### src/rtl/fp_mul_norm_round.sv
`timescale 1ns/1ps
// fp_mul_norm_round: two-stage normalize / round-to-nearest-even stage of the FP32
// multiplier with valid/ready flow control and one-hot exception flags.
module fp_mul_norm_round #(
   parameter int EXP_W    = 10,
   parameter int UF_LIMIT = 22
) (
   input  logic                    clk,
   input  logic                    rst_n,
   input  logic                    in_valid,
   output logic                    in_ready,
   input  logic [47:0]             prod,
   input  logic signed [EXP_W-1:0] exp_sum,
   input  logic                    a_zero,
   input  logic                    b_zero,
   input  logic                    a_inf,
   input  logic                    b_inf,
   input  logic                    a_nan,
   input  logic                    b_nan,
   output logic                    out_valid,
   input  logic                    out_ready,
   output logic [22:0]             M_out,
   output logic [7:0]              E_out,
   output logic [4:0]              required_shift,
   output logic                    overflow_flag,
   output logic                    underflow_flag,
   output logic                    invalid_flag,
   output logic                    zero_flag
);

   localparam logic signed [EXP_W-1:0] LP_ONE    = EXP_W'(1);
   localparam logic signed [EXP_W-1:0] LP_ZERO   = '0;
   localparam logic signed [EXP_W-1:0] LP_UF_MIN = EXP_W'(-UF_LIMIT);
   localparam logic signed [EXP_W-1:0] LP_E_MAX  = EXP_W'(255);

   logic                    w_s1_adv;
   logic                    w_s2_adv;

   logic                    r_s1_valid;
   logic [22:0]             r_s1_frac;
   logic                    r_s1_g;
   logic                    r_s1_s;
   logic signed [EXP_W-1:0] r_s1_e;
   logic [5:0]              r_s1_cls;

   logic [22:0]             w_n_frac;
   logic                    w_n_g;
   logic                    w_n_s;
   logic signed [EXP_W-1:0] w_n_e;

   logic                    w_up;
   logic [23:0]             w_sum;
   logic signed [EXP_W-1:0] w_e;
   logic                    w_any_zero;
   logic                    w_any_inf;
   logic                    w_any_nan;

   logic [22:0]             w_m_nxt;
   logic [7:0]              w_e8_nxt;
   logic [4:0]              w_rs_nxt;
   logic                    w_ov_nxt;
   logic                    w_uf_nxt;
   logic                    w_inv_nxt;
   logic                    w_zf_nxt;

   // Stage 2 is the output register, so out_valid doubles as s2_valid.
   assign w_s2_adv = ~out_valid | out_ready;
   assign w_s1_adv = ~r_s1_valid | w_s2_adv;
   assign in_ready = w_s1_adv;

   always_comb begin
      if (prod[47]) begin
         w_n_frac = prod[46:24];
         w_n_g    = prod[23];
         w_n_s    = |prod[22:0];
         w_n_e    = exp_sum + LP_ONE;
      end else begin
         w_n_frac = prod[45:23];
         w_n_g    = prod[22];
         w_n_s    = |prod[21:0];
         w_n_e    = exp_sum;
      end
   end

   always_ff @(posedge clk or negedge rst_n) begin
      if (!rst_n) begin
         r_s1_valid <= 1'b0;
         r_s1_frac  <= '0;
         r_s1_g     <= 1'b0;
         r_s1_s     <= 1'b0;
         r_s1_e     <= '0;
         r_s1_cls   <= '0;
      end else if (w_s1_adv) begin
         r_s1_valid <= in_valid;
         if (in_valid) begin
            r_s1_frac <= w_n_frac;
            r_s1_g    <= w_n_g;
            r_s1_s    <= w_n_s;
            r_s1_e    <= w_n_e;
            r_s1_cls  <= {a_zero, b_zero, a_inf, b_inf, a_nan, b_nan};
         end
      end
   end

   // On a rounding carry the low 23 bits of the sum are already zero.
   assign w_up       = r_s1_g & (r_s1_s | r_s1_frac[0]);
   assign w_sum      = {1'b0, r_s1_frac} + {23'b0, w_up};
   assign w_e        = w_sum[23] ? (r_s1_e + LP_ONE) : r_s1_e;
   assign w_any_zero = r_s1_cls[5] | r_s1_cls[4];
   assign w_any_inf  = r_s1_cls[3] | r_s1_cls[2];
   assign w_any_nan  = r_s1_cls[1] | r_s1_cls[0];

   always_comb begin
      w_m_nxt   = w_sum[22:0];
      w_e8_nxt  = w_e[7:0];
      w_rs_nxt  = 5'd0;
      w_ov_nxt  = 1'b0;
      w_uf_nxt  = 1'b0;
      w_inv_nxt = 1'b0;
      w_zf_nxt  = 1'b0;
      if (w_any_nan | (w_any_inf & w_any_zero)) begin
         w_inv_nxt = 1'b1;
         w_m_nxt   = '0;
         w_e8_nxt  = '0;
      end else if (w_any_zero | (w_e < LP_UF_MIN)) begin
         w_zf_nxt  = 1'b1;
         w_m_nxt   = '0;
         w_e8_nxt  = '0;
      end else if (w_any_inf | (w_e >= LP_E_MAX)) begin
         w_ov_nxt  = 1'b1;
         w_m_nxt   = '0;
         w_e8_nxt  = 8'hFF;
      end else if (w_e <= LP_ZERO) begin
         // Downstream denormalizes by (1 - e) starting from this base shift.
         w_uf_nxt  = 1'b1;
         w_rs_nxt  = 5'd1;
      end
   end

   always_ff @(posedge clk or negedge rst_n) begin
      if (!rst_n) begin
         out_valid      <= 1'b0;
         M_out          <= '0;
         E_out          <= '0;
         required_shift <= '0;
         overflow_flag  <= 1'b0;
         underflow_flag <= 1'b0;
         invalid_flag   <= 1'b0;
         zero_flag      <= 1'b0;
      end else if (w_s2_adv) begin
         out_valid <= r_s1_valid;
         if (r_s1_valid) begin
            M_out          <= w_m_nxt;
            E_out          <= w_e8_nxt;
            required_shift <= w_rs_nxt;
            overflow_flag  <= w_ov_nxt;
            underflow_flag <= w_uf_nxt;
            invalid_flag   <= w_inv_nxt;
            zero_flag      <= w_zf_nxt;
         end
      end
   end

endmodule

### config.mk
export PLATFORM = sky130hd
export DESIGN_NAME = fp_mul_norm_round
export DESIGN_NICKNAME = d
export VERILOG_FILES = /design/src/rtl/fp_mul_norm_round.sv
export SDC_FILE = /design/constraint.sdc
export NUM_CORES = 1
export LEC_CHECK = 0
export CAP_MARGIN = 25
export CORE_MARGIN = 1.5
export CORE_UTILIZATION = 40
export DETAILED_ROUTE_END_ITERATION = 12
export PLACE_DENSITY_LB_ADDON = 0.05
export SLEW_MARGIN = 20
export SYNTH_ARGS = -nofsm -noshare
export SYNTH_HDL_FRONTEND = slang
export SYNTH_SLANG_ARGS = --single-unit
### constraint.sdc
create_clock -name clk -period 3.35 [get_ports clk]
set_input_delay 0.5025 -clock clk [delete_from_list [all_inputs] [get_ports clk]]
set_output_delay 0.5025 -clock clk [all_outputs]
set_load 0.01 [all_outputs]
## Yosys cells after proc, flatten, opt, wreduce, memory -nomap -nowiden

Cells that the tools add are included.

- Flip-flop bits (word level): 83
- Input bits: 68
- Output and inout port bits: 42
- Word-level logic and storage cells: 62

- Add/subtract/negate cells: 3
- $lt $le $gt $ge: 3
- Mux-type cells: 25
- Bitwise logic cells: 13
- Reductions and logical operators: 4

Operators by type and width:

| kind | count |
|---|---|
| $mux 23 | 4 |
| $add 23x1->24 | 1 |
| $mux 8 | 3 |
| $reduce_or 23->1 | 1 |
| $reduce_or 22->1 | 1 |
| $add 10x2->10 const B | 2 |
| $mux 10 | 2 |
| $mux 1 | 16 |
| $ge 10x9->1 const B | 1 |
| $le 10x1->1 const B | 1 |
| $lt 10x6->1 const B | 1 |
| $or 1x1->1 | 9 |
| $reduce_and 2->1 | 2 |
| $and 1x1->1 | 2 |
| $not 1->1 | 2 |

## Depth between registers and ports, before layout

- Depth after elaboration: 9
- Depth in mapped cells: 9
- Depth with buffers taken out: 9

## Least setup slack after synthesis

No wires, ideal clock.

- Path type: reg-to-reg
- Start point: register r_s1_frac[5]
- End point: register M_out[21]
- Library setup time: 92 ps
- Data arrival time: 2438 ps
- Required time: 3258 ps
- Path slack: 820 ps
- Cell stages (with the launch flop): 9
- Buffers on the path: 1
- Period minus slack after synthesis: 2530 ps
- Cells stage by stage: dfrtp_1 nand4_4 or4_4 nor4_4 xor2_2 a41oi_4 o21ai_4 buf_6 o31ai_2

- Cells in the longest elaborated chain, start to end: 7
- Elaborated cells between the ends (all ways): 9
- Classes of those cells: add/sub: 1; order compare: 2; mux: 4; bitwise: 2

Ends and longest elaborated chain:

| what | line | source |
|---|---|---|
| from (decl) | 40 | `logic [22:0] r_s1_frac;` |
| from (signal assigned) | 96 | `r_s1_frac <= w_n_frac;` |
| $add 23x1->24 * | 107 | `assign w_sum = {1'b0, r_s1_frac} + {23'b0, w_up};` |
| $mux 10 | 108 | `assign w_e = w_sum[23] ? (r_s1_e + LP_ONE) : r_s1_e;` |
| $ge 10x9->1 | 129 | `end else if (w_any_inf \| (w_e >= LP_E_MAX)) begin` |
| $or 1x1->1 | 129 |  |
| $mux 23 | 129 |  |
| $mux 23 * | 125 | `end else if (w_any_zero \| (w_e < LP_UF_MIN)) begin` |
| $mux 23 * | 121 | `if (w_any_nan \| (w_any_inf & w_any_zero)) begin` |
| to (signal assigned) | 153 | `M_out <= w_m_nxt;` |
| to (decl) | 22 | `output logic [22:0] M_out,` |

Mark *: on every way between the ends. The rest lies on a longest branch, timed or not.
A chain may end at the register's enable or synchronous reset.

## Worst setup path after layout

- Start point: register r_s1_frac[17]
- End point: register M_out[18]

Same word-level chain as after synthesis.

==> flow_metrics.py <==
metrics = {
    "sta": {
        "tns_ns": 0,
        "worst_pin_slew_ns": 0.7727,
        "clock_skew_ns": 0.005950,
        "rsz0062_at_grt": "false",
        "layout_min_cycle_time_ns": 3.023,
        "post-route-period-util": 0.9023,
        "slew_headroom": 0.4829,
        "finalHoldViolCount": 0,
        "setup_viol": 0,
        "fmax_mhz": 330.8,
        "slew_violations": 0,
    },
    "finish": {
        "drive_above_1_share": 0.1117,
        "nFillCells": 1077,
        "fin_nets": 640,
        "antennaDiodeCount": 0,
        "syn_to_final_growth_pct": 31.36,
        "fin_area_um2": 6063,
        "fin_util": 0.5356,
    },
    "yosys": {
        "synth-main-ff-cell": "dfrtp_1",
        "synthAdderAreaFrac": 0.008132,
        "synth-edff-count": 0,
        "ys_seq_area_frac": 0.4229,
        "synth_top_family_by_area": "simple AND/OR/NAND/NOR gates",
        "synth_top_area_share": 0.4229,
        "yosysTopAreaCell": "dfrtp_1",
        "yosys_warnings": 0,
        "yosys.area_share.simple": 0.2028,
        "syn_inst": 475,
        "yosysMostFrequentCell": "nand2_1",
        "ys_top_cells_by_area": "dfrtp_1 (42%), nand2_1 (7.1%), mux2i_1 (5.9%)",
        "avgSynthCellArea_um2": 9.717,
        "synthMuxAreaShare": 0.07319,
        "synth.distinct_cells": 58,
        "synthTopCellsByCount": "nand2_1 (87), dfrtp_1 (78), o21ai_0 (38), mux2i_1 (27)",
        "syn-cell-area_um2": 4616,
        "synth_compound_area_frac": 0.1637,
        "synth_xor_area_frac": 0.08295,
        "synthArstFlopShare": 1.000,
        "synth_seq_cells": 78,
    },
    "cts": {
        "path_clk_slew_ns": 0.06,
        "post-cts-setup-buffers": 0,
        "cts_buffers": 9,
        "cts_buffer_depth": 2,
        "cts.sinks": 78,
        "root_buffer": "clkbuf_16",
        "ctsResizeCount": 0,
        "hold_buffers": 0,
        "cts.htree.levels": 3,
        "clk_latency_ns": 0.33,
        "cts_tree": "done",
    },
    "grt": {
        "grt_first_pass_wirelength_um": 18440,
        "grt_start_max_net_pins": 79,
        "gr-total-overflow": 0,
        "grt_pass1_vias": 3670,
        "gr-usage-all-layers": 0.1853,
        "antenna_found_initial": 0,
    },
    "drt": {
        "drt-initial-drc-count": 146,
        "routed_wl_um": 10870,
        "wl_per_cell_um": 15.19,
        "num_vias": 3751,
        "drtAntennaViolNets": 0,
        "viasPerCell": 5.239,
        "drc": 0,
        "drtPass1Iterations": 4,
    },
    "critical_path": {
        "crit_family": "simple AND/OR/NAND/NOR gates",
        "worstPathCellList": "nand4_4 -> nor4_4 -> buf_4 -> nand2_4 -> nor3_4 -> xor2_2 -> o21ai_4 -> o31ai_1",
        "crit_slowest_cell": "xor2_2",
        "crit_required_ns": 3.59,
        "crit_fanout": 24,
        "start_kind": "flip-flop",
        "critical_path_class": "reg -> reg",
        "crit_buf_inv": 1,
        "arrival_ns": 3.26,
        "cp-end-kind": "flip-flop",
        "max_stage_delay_ns": 0.55,
    },
    "floorplanning": {
        "die_h_um": 110.4,
        "row_count": 39,
        "start_util": 0.4077,
        "dieWidth_um": 110.4,
        "io_pins": 110,
        "core_um2": 11320,
        "fp.dieArea_um2": 12190,
    },
    "power": {
        "ir_drop_v": 0.0002026,
        "leakagePower_uw": 0.002460,
        "p_per_area_nw_per_um2": 445.3,
    },
    "min_path": {
        "holdCritPathClass": "in -> async",
    },
    "flow_run": {
        "cap_viol_max_count": 0,
    },
    "placement": {
        "portBuffers": 105,
        "detailed_place.area_um2": 5720,
        "dp_hpwl_um": 8297,
        "routabilityCongestion": 0.8852,
    },
    "run_status": {
        "status": "finished, final reports clean",
    },
}
path summary, 6_finish.rpt:
check,endpoint,from,slack (ns),cells past startpoint
worst max-delay path,M_out[18]$_DFFE_PN0P_,r_s1_frac[17]$_DFFE_PN0P_,0.33,8
worst min-delay path,M_out[1]$_DFFE_PN0P_,rst_n,0.13,1
worst max register to register,M_out[18]$_DFFE_PN0P_,r_s1_frac[17]$_DFFE_PN0P_,0.33,8
worst min register to register,r_s1_s$_DFFE_PN0P_,r_s1_s$_DFFE_PN0P_,0.48,2
max in group asynchronous,r_s1_e[0]$_DFFE_PN0P_,rst_n,2.63,2
min in group clk,r_s1_s$_DFFE_PN0P_,r_s1_s$_DFFE_PN0P_,0.48,2
power breakdown:
part	switching, uW	total, uW	internal, uW
clock	364	1050	686
combinational	259	494	235
sequential	129	1160	1030
total	752	2700	1950
stage by stage:
stage / total power (uW) / hold slack [ns] / cells / setup WS, ns
after floorplan: 1452 / 0.2069 / 478 / 0.8204
after global placement: 1662 / 0.4604 / 700 / 0.4268
after detailed placement: 1669 / 0.4729 / 700 / 0.3256
after CTS: 2723 / 0.3713 / 715 / 0.3203
after global routing: 2850 / 0.1572 / 716 / 0.08027
final: 2700 / 0.1304 / 716 / 0.3274
cells by family (layout without fill, tap and decap cells):
kind of cell,after synthesis,count (layout)
other,1,4
AO/OA/AOI/OAI,100,100
XOR/XNOR,42,42
adder cells (fa/ha/maj),3,3
multiplexers,33,33
flip-flops,78,78
AND/OR/NAND/NOR,178,178
buffers and inverters,40,135
registers in the layout, indices dropped and copies added (netlist names):
| register | count |
|---|---|
| r_s1_frac | 23 |
| out_valid | 1 |
| r_s1_e | 10 |
| E_out | 8 |
| overflow_flag | 1 |
| r_s1_g | 1 |
| invalid_flag | 1 |
| zero_flag | 1 |
| r_s1_s | 1 |
| required_shift | 1 |
| r_s1_valid | 1 |
| M_out | 23 |
| r_s1_cls | 6 |
layout make-up:
class	instances	area, um2	area share
clock buffers	11	252.7	0.04168
repair buffers	113	1116	0.1841
clock inverters	4	70.07	0.01156
multi-input cells	360	2467	0.4069
inverters	7	26.28	0.004333
flip-flops and latches	78	1952	0.3219
well taps	143	178.9	0.02951
worst reg2reg max path, cell delays in order, from the launching register on:
cell,delay (ns)
dfrtp_1,0.49
nand4_4,0.21
nor4_4,0.47
buf_4,0.22
nand2_4,0.09
nor3_4,0.24
xor2_2,0.55
o21ai_4,0.35
o31ai_1,0.31
placed cells by master (no fill, tap or decap), drive strengths merged, types with 7 or more instances in the layout:
master,n
nor2,20
nand3,11
xnor2,20
nor3,7
mux2i,27
dfrtp,78
buf,10
o21ai,41
clkdlybuf4s50,103
nand2,88
nor4,10
o31ai,26
a22o,9
inv,7
clkbuf,11
nand4,16
xor2,22
layer usage:
layer / global-route usage / vias up / routed length (um)
met5: 0 / - / 0
met4: 0.07436 / 0 / 203
met3: 0.04171 / 14 / 536
met2: 0.2543 / 112 / 4532
met1: 0.2798 / 1747 / 5601
li1: - / 1878 / -
Note: power is estimated with default switching activity, not from simulation.
